### config.mk
export PLATFORM = sky130hd
export DESIGN_NAME = mem_arbiter_flat
export DESIGN_NICKNAME = d
export VERILOG_FILES = /design/src/rtl/mem_arbiter_if.sv /design/src/rtl/mem_arbiter.sv /design/src/flat_wrapper.sv
export SDC_FILE = /design/constraint.sdc
export NUM_CORES = 1
export LEC_CHECK = 0
export CAP_MARGIN = 5
export CORE_AREA = 2 2 290 292
export CTS_CLUSTER_DIAMETER = 60
export CTS_CLUSTER_SIZE = 8
export DETAILED_ROUTE_END_ITERATION = 6
export DIE_AREA = 0 0 292 294
export PLACE_DENSITY = 0.51
export SLEW_MARGIN = 20
export SYNTH_ARGS = -nofsm -noshare
export SYNTH_HDL_FRONTEND = slang
export SYNTH_SLANG_ARGS = --single-unit
export TNS_END_PERCENT = 10
### constraint.sdc
create_clock -name clk_i -period 1.95 [get_ports clk_i]
set_clock_uncertainty 0.05 [all_clocks]
set_input_delay 0.585 -clock clk_i [delete_from_list [all_inputs] [get_ports clk_i]]
set_output_delay 0.585 -clock clk_i [all_outputs]
set_load 0.01 [all_outputs]
### src/rtl/mem_arbiter_if.sv
// Bus bundle between the arbiter, the two core-side requesters and the
// external cache-line memory port. The slave modport is the arbiter's view;
// the master modport is the view of the surrounding core and memory.
interface mem_arbiter_if #(
    parameter int XLEN   = 32,
    parameter int CLSIZE = 128
);
    logic              S_IMEM_strobe_i;
    logic [XLEN-1:0]   S_IMEM_addr_i;
    logic              S_IMEM_done_o;
    logic [CLSIZE-1:0] S_IMEM_data_o;

    logic              S_DMEM_strobe_i;
    logic [XLEN-1:0]   S_DMEM_addr_i;
    logic              S_DMEM_rw_i;
    logic [CLSIZE-1:0] S_DMEM_data_i;
    logic              S_DMEM_done_o;
    logic [CLSIZE-1:0] S_DMEM_data_o;

    logic              M_MEM_strobe_o;
    logic [XLEN-1:0]   M_MEM_addr_o;
    logic              M_MEM_rw_o;
    logic [CLSIZE-1:0] M_MEM_data_o;
    logic              M_MEM_done_i;
    logic [CLSIZE-1:0] M_MEM_data_i;

    modport slave (
        input  S_IMEM_strobe_i, S_IMEM_addr_i,
        output S_IMEM_done_o, S_IMEM_data_o,
        input  S_DMEM_strobe_i, S_DMEM_addr_i, S_DMEM_rw_i, S_DMEM_data_i,
        output S_DMEM_done_o, S_DMEM_data_o,
        output M_MEM_strobe_o, M_MEM_addr_o, M_MEM_rw_o, M_MEM_data_o,
        input  M_MEM_done_i, M_MEM_data_i
    );

    modport master (
        output S_IMEM_strobe_i, S_IMEM_addr_i,
        input  S_IMEM_done_o, S_IMEM_data_o,
        output S_DMEM_strobe_i, S_DMEM_addr_i, S_DMEM_rw_i, S_DMEM_data_i,
        input  S_DMEM_done_o, S_DMEM_data_o,
        input  M_MEM_strobe_o, M_MEM_addr_o, M_MEM_rw_o, M_MEM_data_o,
        output M_MEM_done_i, M_MEM_data_i
    );
endinterface

### src/rtl/mem_arbiter.sv
// Two-to-one cache-line memory arbiter: I-side reads and D-side reads/writes
// share one external line port. Round-robin on ties, one transaction at a
// time, with a watchdog that forces completion if memory never answers.
module mem_arbiter #(
    parameter int XLEN           = 32,
    parameter int CLSIZE         = 128,
    parameter int TIMEOUT_CYCLES = 1024
) (
    input  logic          clk_i,
    input  logic          rst_ni,
    mem_arbiter_if.slave  bus,
    output logic          timeout_o
);
    // A zero timeout disables the watchdog; keep the counter at least 1 bit wide.
    localparam int CNT_W = (TIMEOUT_CYCLES > 0) ? $clog2(TIMEOUT_CYCLES + 1) : 1;
    localparam logic [CNT_W-1:0] WD_LIMIT = CNT_W'(TIMEOUT_CYCLES);

    typedef enum logic [1:0] {
        IDLE = 2'd0,
        BUSY = 2'd1,
        RESP = 2'd2
    } state_t;

    state_t            state;
    state_t            next_state;
    logic              grant_d;
    logic [CNT_W-1:0]  wd_count;
    logic              do_grant;
    logic              pick_d;
    logic              mem_done;
    logic              wd_expire;
    logic [XLEN-1:0]   addr_q;
    logic              rw_q;
    logic [CLSIZE-1:0] wdata_q;
    logic [CLSIZE-1:0] idata_q;
    logic [CLSIZE-1:0] ddata_q;
    logic              timeout_q;

    // State register; reset aborts any transaction in flight.
    always_ff @(posedge clk_i or negedge rst_ni) begin
        if (!rst_ni) begin
            state <= IDLE;
        end else begin
            state <= next_state;
        end
    end

    // Next state, grant decision and the state-decoded handshake outputs.
    always_comb begin
        next_state         = state;
        do_grant           = 1'b0;
        pick_d             = 1'b0;
        mem_done           = 1'b0;
        wd_expire          = 1'b0;
        bus.M_MEM_strobe_o = 1'b0;
        bus.S_IMEM_done_o  = 1'b0;
        bus.S_DMEM_done_o  = 1'b0;
        case (state)
            IDLE: begin
                if (bus.S_IMEM_strobe_i || bus.S_DMEM_strobe_i) begin
                    do_grant   = 1'b1;
                    next_state = BUSY;
                    if (bus.S_IMEM_strobe_i && bus.S_DMEM_strobe_i) begin
                        pick_d = ~grant_d;
                    end else begin
                        pick_d = bus.S_DMEM_strobe_i;
                    end
                end
            end
            BUSY: begin
                bus.M_MEM_strobe_o = 1'b1;
                if (bus.M_MEM_done_i) begin
                    mem_done   = 1'b1;
                    next_state = RESP;
                end else if ((TIMEOUT_CYCLES != 0) && (wd_count == WD_LIMIT)) begin
                    wd_expire  = 1'b1;
                    next_state = RESP;
                end
            end
            RESP: begin
                bus.S_IMEM_done_o = ~grant_d;
                bus.S_DMEM_done_o = grant_d;
                next_state        = IDLE;
            end
            default: begin
                next_state = IDLE;
            end
        endcase
    end

    // Latch the winning request; the I side is always a read with no write line.
    always_ff @(posedge clk_i or negedge rst_ni) begin
        if (!rst_ni) begin
            grant_d <= 1'b0;
            addr_q  <= '0;
            rw_q    <= 1'b0;
            wdata_q <= '0;
        end else if (do_grant) begin
            grant_d <= pick_d;
            addr_q  <= pick_d ? bus.S_DMEM_addr_i : bus.S_IMEM_addr_i;
            rw_q    <= pick_d & bus.S_DMEM_rw_i;
            wdata_q <= pick_d ? bus.S_DMEM_data_i : '0;
        end
    end

    // Watchdog counts BUSY cycles without a memory answer, restarting on each grant.
    always_ff @(posedge clk_i or negedge rst_ni) begin
        if (!rst_ni) begin
            wd_count <= '0;
        end else if (do_grant) begin
            wd_count <= '0;
        end else if ((state == BUSY) && !bus.M_MEM_done_i) begin
            wd_count <= wd_count + CNT_W'(1);
        end
    end

    // Return-line registers: read data on completion, zero for writes and timeouts.
    always_ff @(posedge clk_i or negedge rst_ni) begin
        if (!rst_ni) begin
            idata_q <= '0;
            ddata_q <= '0;
        end else if (mem_done) begin
            if (grant_d) begin
                ddata_q <= rw_q ? '0 : bus.M_MEM_data_i;
            end else begin
                idata_q <= bus.M_MEM_data_i;
            end
        end else if (wd_expire) begin
            if (grant_d) begin
                ddata_q <= '0;
            end else begin
                idata_q <= '0;
            end
        end
    end

    // Sticky watchdog flag, cleared only by reset.
    always_ff @(posedge clk_i or negedge rst_ni) begin
        if (!rst_ni) begin
            timeout_q <= 1'b0;
        end else if (wd_expire) begin
            timeout_q <= 1'b1;
        end
    end

    assign bus.M_MEM_addr_o  = addr_q;
    assign bus.M_MEM_rw_o    = rw_q;
    assign bus.M_MEM_data_o  = wdata_q;
    assign bus.S_IMEM_data_o = idata_q;
    assign bus.S_DMEM_data_o = ddata_q;
    assign timeout_o         = timeout_q;
endmodule

### src/flat_wrapper.sv
// flat-port wrapper written by rule: the top's interface ports become plain ports
module mem_arbiter_flat 
#(
    parameter int XLEN           = 32,
    parameter int CLSIZE         = 128,
    parameter int TIMEOUT_CYCLES = 1024
)
  (clk_i, rst_ni, timeout_o, bus_S_IMEM_strobe_i, bus_S_IMEM_addr_i, bus_S_IMEM_done_o, bus_S_IMEM_data_o, bus_S_DMEM_strobe_i, bus_S_DMEM_addr_i, bus_S_DMEM_rw_i, bus_S_DMEM_data_i, bus_S_DMEM_done_o, bus_S_DMEM_data_o, bus_M_MEM_strobe_o, bus_M_MEM_addr_o, bus_M_MEM_rw_o, bus_M_MEM_data_o, bus_M_MEM_done_i, bus_M_MEM_data_i);
  mem_arbiter_if #(.XLEN(XLEN), .CLSIZE(CLSIZE)) bus_i ();
  input  logic clk_i;
  input  logic rst_ni;
  output logic timeout_o;
  input wire logic [$bits(bus_i.S_IMEM_strobe_i)-1:0] bus_S_IMEM_strobe_i;
  input wire logic [$bits(bus_i.S_IMEM_addr_i)-1:0] bus_S_IMEM_addr_i;
  output wire logic [$bits(bus_i.S_IMEM_done_o)-1:0] bus_S_IMEM_done_o;
  output wire logic [$bits(bus_i.S_IMEM_data_o)-1:0] bus_S_IMEM_data_o;
  input wire logic [$bits(bus_i.S_DMEM_strobe_i)-1:0] bus_S_DMEM_strobe_i;
  input wire logic [$bits(bus_i.S_DMEM_addr_i)-1:0] bus_S_DMEM_addr_i;
  input wire logic [$bits(bus_i.S_DMEM_rw_i)-1:0] bus_S_DMEM_rw_i;
  input wire logic [$bits(bus_i.S_DMEM_data_i)-1:0] bus_S_DMEM_data_i;
  output wire logic [$bits(bus_i.S_DMEM_done_o)-1:0] bus_S_DMEM_done_o;
  output wire logic [$bits(bus_i.S_DMEM_data_o)-1:0] bus_S_DMEM_data_o;
  output wire logic [$bits(bus_i.M_MEM_strobe_o)-1:0] bus_M_MEM_strobe_o;
  output wire logic [$bits(bus_i.M_MEM_addr_o)-1:0] bus_M_MEM_addr_o;
  output wire logic [$bits(bus_i.M_MEM_rw_o)-1:0] bus_M_MEM_rw_o;
  output wire logic [$bits(bus_i.M_MEM_data_o)-1:0] bus_M_MEM_data_o;
  input wire logic [$bits(bus_i.M_MEM_done_i)-1:0] bus_M_MEM_done_i;
  input wire logic [$bits(bus_i.M_MEM_data_i)-1:0] bus_M_MEM_data_i;
  assign bus_i.S_IMEM_strobe_i = bus_S_IMEM_strobe_i;
  assign bus_i.S_IMEM_addr_i = bus_S_IMEM_addr_i;
  assign bus_S_IMEM_done_o = bus_i.S_IMEM_done_o;
  assign bus_S_IMEM_data_o = bus_i.S_IMEM_data_o;
  assign bus_i.S_DMEM_strobe_i = bus_S_DMEM_strobe_i;
  assign bus_i.S_DMEM_addr_i = bus_S_DMEM_addr_i;
  assign bus_i.S_DMEM_rw_i = bus_S_DMEM_rw_i;
  assign bus_i.S_DMEM_data_i = bus_S_DMEM_data_i;
  assign bus_S_DMEM_done_o = bus_i.S_DMEM_done_o;
  assign bus_S_DMEM_data_o = bus_i.S_DMEM_data_o;
  assign bus_M_MEM_strobe_o = bus_i.M_MEM_strobe_o;
  assign bus_M_MEM_addr_o = bus_i.M_MEM_addr_o;
  assign bus_M_MEM_rw_o = bus_i.M_MEM_rw_o;
  assign bus_M_MEM_data_o = bus_i.M_MEM_data_o;
  assign bus_i.M_MEM_done_i = bus_M_MEM_done_i;
  assign bus_i.M_MEM_data_i = bus_M_MEM_data_i;
  mem_arbiter #(.XLEN(XLEN), .CLSIZE(CLSIZE), .TIMEOUT_CYCLES(TIMEOUT_CYCLES)) u_core (.clk_i(clk_i), .rst_ni(rst_ni), .bus(bus_i), .timeout_o(timeout_o));
endmodule
# Word level (Yosys, flattened, before mapping)
# Cells that the tools add are included.
word_totals:
  reg_bits: 432
  wordCells: 57
  output_inout_bits: 421
op_classes:
  n_reduce_logical: 10
  bitwise: 2
  add_sub_neg: 1
  eq_ne: 5
  mux: 30
ops:
  columns: ["op", "n"]
  rows:
  - ["2-to-1 mux 128 bit", 10]
  - ["2-to-1 mux 32 bit", 1]
  - ["2-to-1 mux 11 bit", 2]
  - ["2-to-1 mux 1 bit", 13]
  - ["adder 11 x 1 -> 11 bit (second input constant)", 1]
  - ["== test 11 bit (second input constant)", 1]
  - ["2-to-1 mux 2 bit", 3]
  - ["AND reduction 2 bit", 3]
  - ["case mux 2 bit (2 select lines)", 1]
  - ["nonzero test 2 bit", 2]
  - ["inequality test 3 x 2 -> 1 bit (second input constant)", 1]
  - ["== test 2 x 1 -> 1 bit (second input constant)", 1]
  - ["== test 2 bit (second input constant)", 1]
  - ["logical AND 1 bit", 2]
  - ["zero test 2 bit", 1]
  - ["inequality test 2 x 1 -> 1 bit (second input constant)", 1]
  - ["AND 1 bit", 1]
  - ["zero test 1 bit", 1]
  - ["logical OR 1 bit", 1]
  - ["inverter 1 bit", 1]

# Logic depth before layout (Yosys ltp)
# Gate-level depths: netlist (run 1).
depth:
  word_depth: 6
  ltp_mapped: 7
  ltp_nobuf: 5

# Least setup slack after synthesis (run 1)
# OpenSTA, ideal clock, no wires.
synth_timing:
  path_type: "input port to flip-flop"
  from: "input port bus_M_MEM_done_i"
  to: "register u_core.wd_count[7]"
  path_stages: 5
  arrival_ps: 1947
  setup_slack_ps: -124
  setup_ps: 78
  path_cell_list: "clkbuf_1 > or3b_2 > clkbuf_1 > or4_1 > a21oi_1"
synth_via:
  elab_chain_len: 3
synth_rtl:
  columns: ["item", "line_no", "rtl"]
  rows:
  - ["from (decl)", "flat_wrapper.sv:27", "input wire logic [$bits(bus_i.M_MEM_done_i)-1:0] bus_M_MEM_done_i;"]
  - ["zero test 1 bit", "mem_arbiter.sv:112", "end else if ((state == BUSY) && !bus.M_MEM_done_i) begin"]
  - ["logical AND 1 bit", "mem_arbiter.sv:112", null]
  - ["nonzero test 2 bit (no source line)", null, null]
  - ["to (signal assigned)", "mem_arbiter.sv:113", "wd_count <= wd_count + CNT_W'(1);"]
  - ["to (decl)", "mem_arbiter.sv:27", "logic [CNT_W-1:0] wd_count;"]
# Every way passes these cells.
# A chain may end at the register's enable or synchronous reset.

# Worst setup path in the final report (run 1)
layout_timing:
  from: "register u_core.wd_count[4]"
  to: "register u_core.idata_q[69] (netlist: u_core.bus.S_IMEM_data_o[69])"
layout_via:
  elab_chain_len: 6
layout_rtl:
  columns: ["item", "line_no", "rtl"]
  rows:
  - ["== test 11 bit", "mem_arbiter.sv:75", "end else if ((TIMEOUT_CYCLES != 0) && (wd_count == WD_LIMIT)) begin"]
  - ["2-to-1 mux 1 bit", "mem_arbiter.sv:75", null]
  - ["2-to-1 mux 1 bit", "mem_arbiter.sv:72", "if (bus.M_MEM_done_i) begin"]
  - ["2-to-1 mux 1 bit", "mem_arbiter.sv:58", "case (state)"]
  - ["nonzero test 2 bit (no source line)", null, null]
  - ["AND reduction 2 bit (no source line)", null, null]
  - ["to (signal assigned)", "mem_arbiter.sv:126", "idata_q <= bus.M_MEM_data_i;"]
  - ["to (decl)", "mem_arbiter.sv:35", "logic [CLSIZE-1:0] idata_q;"]
# Every way passes these cells.

==> results.py, run 1 <==
metrics = {
    "clock_network": {
        "cts_max_level": 3,
        "cts_buffers": 66,
        "cts_tree": "built",
        "clockRootBuffer": "clkbuf_16",
        "max-clock-path-buffers": 3,
        "clock-sinks": 432,
        "cts.clk_slew.worst_paths_ns": 0.05,
        "clk_latency_ns": 0.59,
    },
    "synth": {
        "ys_seq_elements": 432,
        "ys.flop_type": "dfrtp_1",
        "yosys-top-cells-count": "432 x dfrtp_1, 168 x o21ai_0, 137 x nand2_1",
        "synth_cells": 1566,
        "yosysMostFrequentCell": "dfrtp_1",
        "yosys_warnings": 0,
        "synthTopCellsByArea": "dfrtp_1 61%, a221o_1 7.2%, a22o_1 6.4%, o21ai_0 4.7%, and2_1 4.5%",
        "synth-async-reset-ratio_pct": 100,
        "synth_edf_count": 0,
        "syn_avg_cell_area_um2": 11.3,
        "synth_top_area_share_pct": 61.0,
        "synthesis.area_um2": 17700,
        "synth_cell_types": 41,
        "synth_nets": 1894,
        "yosysSeqAreaShare_pct": 61.0,
        "synth_largest_area_cell": "dfrtp_1",
    },
    "grt": {
        "grt_first_pass_wirelength_mm": 113,
        "grt_antenna_before_repair": 10,
        "overflow": 0,
        "grt_max_degree": 78,
        "first_global_vias": 17400,
        "grt_usage_pct": 17.2,
    },
    "floorplan": {
        "start_util_pct": 21.4,
        "core-area_um2": 82900,
        "ios": 747,
        "dieArea_um2": 85800,
        "die_h_um": 294,
        "die_w_um": 292,
        "rows": 106,
    },
    "sta": {
        "min_period_ns": 2.14,
        "finalHoldViolations": 0,
        "worst_slack_ns": -0.189,
        "rsz0062_at_grt": "true",
        "drv_slew": 0,
        "clock.fmax_mhz": 468,
        "slew_headroom_pct": 37.5,
        "worst_hold_slack_ns": 0.405,
        "setup-violations-final": 256,
        "finalCritPeriodShare_pct": 110,
        "tightest_slew_ns": 0.938,
        "fin_tns_setup_ns": -27.97,
    },
    "placed_design": {
        "dp.final_hpwl_mm": 55.1,
        "gp_congestion": 0.851,
        "numPortBuffers": 746,
        "place_ws_ns": -0.315,
    },
    "power_and_ir_drop": {
        "vdd_drop_max_mv": 0.696,
        "p_leak_nw": 12.5,
        "power_mw": 45.1,
        "power.density_nw_per_um2": 1530,
    },
    "cells_and_area": {
        "nets": 2696,
        "fin_util_pct": 35.5,
        "filler_cell_count": 8175,
        "area_growth_syn_to_layout_pct": 66.0,
        "drive_gt1_share_pct": 13.1,
    },
    "setup_path": {
        "required_ns": 2.37,
        "worstPathMaxFanout": 53,
        "arrival_ns": 2.56,
        "cp-end-kind": "flop",
        "rrSetupSlack_ns": -0.19,
        "path_class": "reg -> reg",
        "crit_path_start_kind": "flop",
    },
    "flow_run": {
        "maxCapViolCount": 0,
    },
    "route": {
        "routedWlPerCell_um": 22.3,
        "first_pass_iters": 7,
        "route.detailed.drc": 0,
        "num_vias": 16300,
        "wirelength_mm": 77.3,
        "drt_iter0_drc": 788,
        "ant_nets": 0,
        "viasPerCell": 4.71,
    },
    "status": {
        "violations": "setup timing",
        "status": "finished, violations left",
    },
    "min_path": {
        "hold_class": "in -> reg",
    },
}
## cell type report
type | count | area (um2) | area share [%]
diodes | 4 | 10.0 | 0.0340
clock buffers | 71 | 1690 | 5.75
clock inverters | 11 | 196 | 0.668
inverters | 39 | 146 | 0.498
multi-input cells | 939 | 6250 | 21.3
flip-flops and latches | 432 | 10800 | 36.8
well taps | 1080 | 1350 | 4.60
repair buffers | 890 | 8940 | 30.4
## state kept, by name (all words and copies together), names as in the netlist
signal,count
u_core.wd_count,11
u_core.bus.S_IMEM_data_o,128
u_core.bus.M_MEM_data_o,128
u_core.grant_d,1
u_core.bus.S_DMEM_data_o,128
u_core.bus.M_MEM_rw_o,1
u_core.bus.M_MEM_addr_o,32
u_core.state,2
u_core.timeout_o,1
## through the flow
| step | cell area [um2] | cells |
|---|---|---|
| 3_5_place_dp | 27300 | 3368 |
| 4_1_cts | 29200 | 3458 |
| 2_1_floorplan | 17700 | 1566 |
| 6_report | 29400 | 3466 |
| 3_3_place_gp | 27300 | 3368 |
| 5_1_grt | 29400 | 3466 |
## repair_timing
item / 4_1_cts / 5_1_grt
buffers inserted: 7 / 0
hold buffers: 1 / 0
gates cloned: 0 / 4
endpoints found under the hold margin: 18 / 0
resized for setup: 863 / 90
pin swaps: 7 / 10
setup endpoints to repair: 674 / 458
## layer usage
metal / global-route usage, % / part of all wire [%]
met5: 0 / 0.035
met4: 6.50 / 3.0
met3: 4.14 / 7.0
met2: 29.6 / 50
met1: 20.8 / 40
## kinds of logic (layout without fill, tap and decap cells)
logic type / Yosys count / count (layout) / share of synthesized area [%]
other: 0 / 4 / 0
AND/OR/NAND/NOR: 430 / 430 / 12.4
AO/OA/AOI/OAI: 500 / 500 / 21.7
flip-flops: 432 / 432 / 61.0
adder cells (fa/ha/maj): 2 / 2 / 0.141
multiplexers: 5 / 5 / 0.283
buffers and inverters: 195 / 1011 / 4.37
XOR/XNOR: 2 / 2 / 0.0989
## where the power goes
| group | switching (mW) | total (mW) | internal [mW] |
|---|---|---|---|
| Sequential | 2.54 | 15.3 | 12.8 |
| Combinational | 9.52 | 19.1 | 9.56 |
| Clock | 4.27 | 10.7 | 6.43 |
## placed cells by master (no fill, tap or decap), types with 3 or more instances in the layout
cell,count
a21o_1,4
a21oi_1,4
a221o_1,127
a22o_1,129
and2_1,127
buf_12,33
buf_2,7
buf_4,103
buf_6,6
buf_8,3
clkbuf_1,3
clkbuf_16,68
clkbuf_2,6
clkdlybuf4s15_1,275
clkdlybuf4s15_2,39
clkdlybuf4s50_1,323
dfrtp_1,428
dfrtp_2,4
diode_2,4
dlygate4sd2_1,90
inv_1,38
inv_6,3
mux2i_1,5
nand2_1,136
nand3_1,130
nor2_1,4
nor3_1,4
o2111ai_1,32
o211ai_1,32
o21ai_0,70
o21ai_1,91
o21ai_2,7
or3_1,3
or4_4,3
## worst paths after layout
path,startpoint,end,depth (start not counted)
max,u_core.wd_count[4],u_core.bus.S_IMEM_data_o[69],4
min,bus_M_MEM_done_i,u_core.wd_count[7],4
max reg2reg,u_core.wd_count[4],u_core.bus.S_IMEM_data_o[69],4
min reg2reg,u_core.timeout_o,u_core.timeout_o,1
max in group asynchronous,rst_ni,u_core.bus.S_DMEM_data_o[99],3
min in group asynchronous,rst_ni,u_core.bus.S_IMEM_data_o[124],2
## critical path: stages (launching register included)
cell	delay, ns
dfrtp_1	0.37
or4_4	0.55
o31a_4	0.40
buf_12	0.19
a221o_1	0.40
No activity file was read; power rests on OpenSTA's default activity.
==> run 2: changes to the inputs <==
ABC_AREA = 1   (was unset)
CORE_AREA = 2 2 289 291   (was 2 2 290 292)
DIE_AREA = 0 0 291 293   (was 0 0 292 294)
PLACE_DENSITY = 0.5   (was 0.51)
==> run 2 against run 1 <==
  * Via count down 2.6%
  * Flip-flop and latch count unchanged
  * Power shrank 1.8%
  * The run still ends with setup timing left
  * Critical path depth shrank 1
  * Highest routed layer unchanged
  * Sequential power decreased by 3%
  * Synthesized cell count is 8.8% higher
==> results.py, run 2 <==
metrics = {
    "setup_path": {
        "cp-end-kind": "output pin",
        "worstPathMaxFanout": 3,
        "crit_path_start_kind": "flop",
        "path_class": "reg -> out",
        "required_ns": 1.31,
        "arrival_ns": 1.39,
    },
    "placed_design": {
        "gp_congestion": 0.821,
        "dp.final_hpwl_mm": 54.0,
        "dp_cells": 3485,
        "numPortBuffers": 746,
        "place_ws_ns": -0.287,
    },
    "cells_and_area": {
        "area_growth_syn_to_layout_pct": 64.3,
        "final_cell_mix": "569 x nand2_1, 430 x dfrtp_1, 324 x clkdlybuf4s50_1, 215 x clkdlybuf4s15_1, 164 x dlygate4sd2_1",
        "layout_commonest_cell": "nand2_1",
        "antenna-diode-count": 0,
        "stdcell_count": 3571,
        "fin_util_pct": 34.3,
        "drive_gt1_share_pct": 9.92,
        "filler_cell_count": 8344,
        "nets": 2814,
    },
    "synth": {
        "ys_seq_elements": 432,
        "synth_edf_count": 0,
        "synth_cell_types": 25,
        "synth_top_area_share_pct": 63.2,
        "synthTopCellsByArea": "dfrtp_1 63%, nand2_1 12%, a22o_1 6.6%, nand4_1 4.8%, nand3_1 3.9%",
        "synth_cells": 1704,
        "ys.flop_type": "dfrtp_1",
        "synthesis.area_um2": 17100,
        "yosysSeqAreaShare_pct": 63.2,
        "yosys_warnings": 0,
        "yosysMostFrequentCell": "nand2_1",
        "synth_largest_area_cell": "dfrtp_1",
        "yosys-top-cells-count": "569 x nand2_1, 432 x dfrtp_1, 135 x nand3_1",
        "synth-async-reset-ratio_pct": 100,
        "syn_avg_cell_area_um2": 10.0,
        "synth_nets": 2032,
    },
    "sta": {
        "worst_hold_slack_ns": 0.412,
        "finalHoldViolations": 0,
        "rsz0062_at_grt": "true",
        "worst_slack_ns": -0.0773,
        "slew_headroom_pct": 51.4,
        "drv_slew": 0,
        "min_period_ns": 2.03,
        "finalCritPeriodShare_pct": 104,
        "setup-violations-final": 2,
        "tightest_slew_ns": 0.729,
        "clock.fmax_mhz": 493,
    },
    "grt": {
        "grt_usage_pct": 16.6,
        "first_global_vias": 16600,
        "grt_antenna_before_repair": 10,
        "grt_max_degree": 107,
        "grt_first_pass_wirelength_mm": 108,
        "overflow": 0,
    },
    "floorplan": {
        "ios": 747,
        "rows": 105,
        "start_util_pct": 20.9,
        "die_w_um": 291,
        "die_h_um": 293,
        "dieArea_um2": 85300,
        "core-area_um2": 81800,
    },
    "route": {
        "viasPerCell": 4.45,
        "num_vias": 15900,
        "ant_nets": 0,
        "wirelength_mm": 72.5,
        "routedWlPerCell_um": 20.3,
        "route.detailed.drc": 0,
        "first_pass_iters": 5,
        "drt_iter0_drc": 941,
    },
    "status": {
        "status": "finished, violations left",
        "violations": "setup timing",
    },
    "clock_network": {
        "cts_buffers": 66,
        "clock-sinks": 432,
        "cts.clk_slew.worst_paths_ns": 0.05,
        "clockRootBuffer": "clkbuf_16",
        "cts_max_level": 3,
        "max-clock-path-buffers": 3,
        "clk_latency_ns": 0.58,
        "cts_tree": "built",
    },
    "power_and_ir_drop": {
        "clockPowerShare_pct": 23.9,
        "p_leak_nw": 13.7,
        "power_mw": 44.3,
        "p_switching_mw": 16.8,
        "internal_power_mw": 27.5,
        "combPwrFrac_pct": 42.5,
        "power.switching_fraction_pct": 38.0,
        "vdd_drop_max_mv": 0.749,
        "power.density_nw_per_um2": 1580,
        "p_seq_share_pct": 33.6,
    },
    "min_path": {
        "hold_class": "reg -> reg",
    },
    "flow_run": {
        "maxCapViolCount": 0,
    },
}
[run 2: power groups by stage]
| stage | combinational (mW) | sequential [mW] | clock (mW) |
|---|---|---|---|
| global route | 20.5 | 15.3 | 11.3 |
| detailed placement | 21.2 | 14.9 | 0 |
| finish | 18.8 | 14.9 | 10.6 |
| floorplan | 7.07 | 16.3 | 0 |
| CTS | 19.1 | 14.9 | 11.0 |
| global placement | 21.0 | 14.9 | 0 |
[run 2: worst max-delay path: stages (launching register included)]
cell	delay, ns
dfrtp_1	0.39
buf_6	0.13
nor3_2	0.14
buf_2	0.15
[run 2: layout make-up]
type | instances | area [um2] | area share (%)
multi-input combinational | 1106 | 5500 | 19.6
clock inverter | 9 | 119 | 0.423
clock buffer | 74 | 1750 | 6.24
timing repair buffer | 855 | 8470 | 30.1
sequential | 432 | 10800 | 38.5
tap | 1070 | 1340 | 4.76
inverter | 25 | 101 | 0.361
[run 2: what timing repair did]
item	CTS	global route
buffers inserted	1	1
endpoints found under the hold margin	15	0
pin swaps	1	2
hold buffers	1	0
gates resized for setup	659	63
endpoints found under the setup margin	416	129
[run 2: routing by layer]
metal	GRT usage [%]	routed length, um	vias to the layer above
met4	7.01	2700	8
met5	0	46	-
met3	5.86	6590	133
met1	18.7	27800	7655
met2	28.4	35400	734
li1	-	-	7358
[run 2: worst paths after layout]
| kind | startpoint | slack (ns) | cells after the start | endpoint |
|---|---|---|---|---|
| worst max-delay path | u_core.state[0] | -0.08 | 3 | bus_S_IMEM_done_o |
| worst min register to register | u_core.bus.S_DMEM_data_o[15] | 0.41 | 2 | u_core.bus.S_DMEM_data_o[15] |
| max in group asynchronous | rst_ni | 0.66 | 3 | u_core.bus.S_DMEM_data_o[90] |
| worst max register to register | u_core.state[0] | 0.13 | 10 | u_core.bus.S_DMEM_data_o[119] |
| min in group asynchronous | rst_ni | 0.48 | 2 | u_core.bus.S_DMEM_data_o[86] |
| worst min-delay path | u_core.bus.S_DMEM_data_o[15] | 0.41 | 2 | u_core.bus.S_DMEM_data_o[15] |
[run 2: cell families after synthesis]
logic type                 Yosys count  share of synthesized area, %
AOI/OAI and AO/OA                  210                          9.04
adders and majority gates            2                         0.146
buffers and inverters              166                          4.91
DFF                                432                          63.2
and+or+nand+nor                    894                          22.7
[run 2: metrics by stage]
step                      instance area (um2)  setup TNS (ns)
after floorplan                         17100               0
after global placement                  26400          -76.11
after detailed placement                26400          -82.44
after CTS                               28000          -0.321
after global routing                    28100          -0.340
final                                   28100          -0.135
==> run 3: changes to the inputs <==
ABC_CLOCK_PERIOD_IN_PS = 1950   (was unset)
==> results of run 3 <==
Final layout, timing and power as in run 2 (identical DEF).
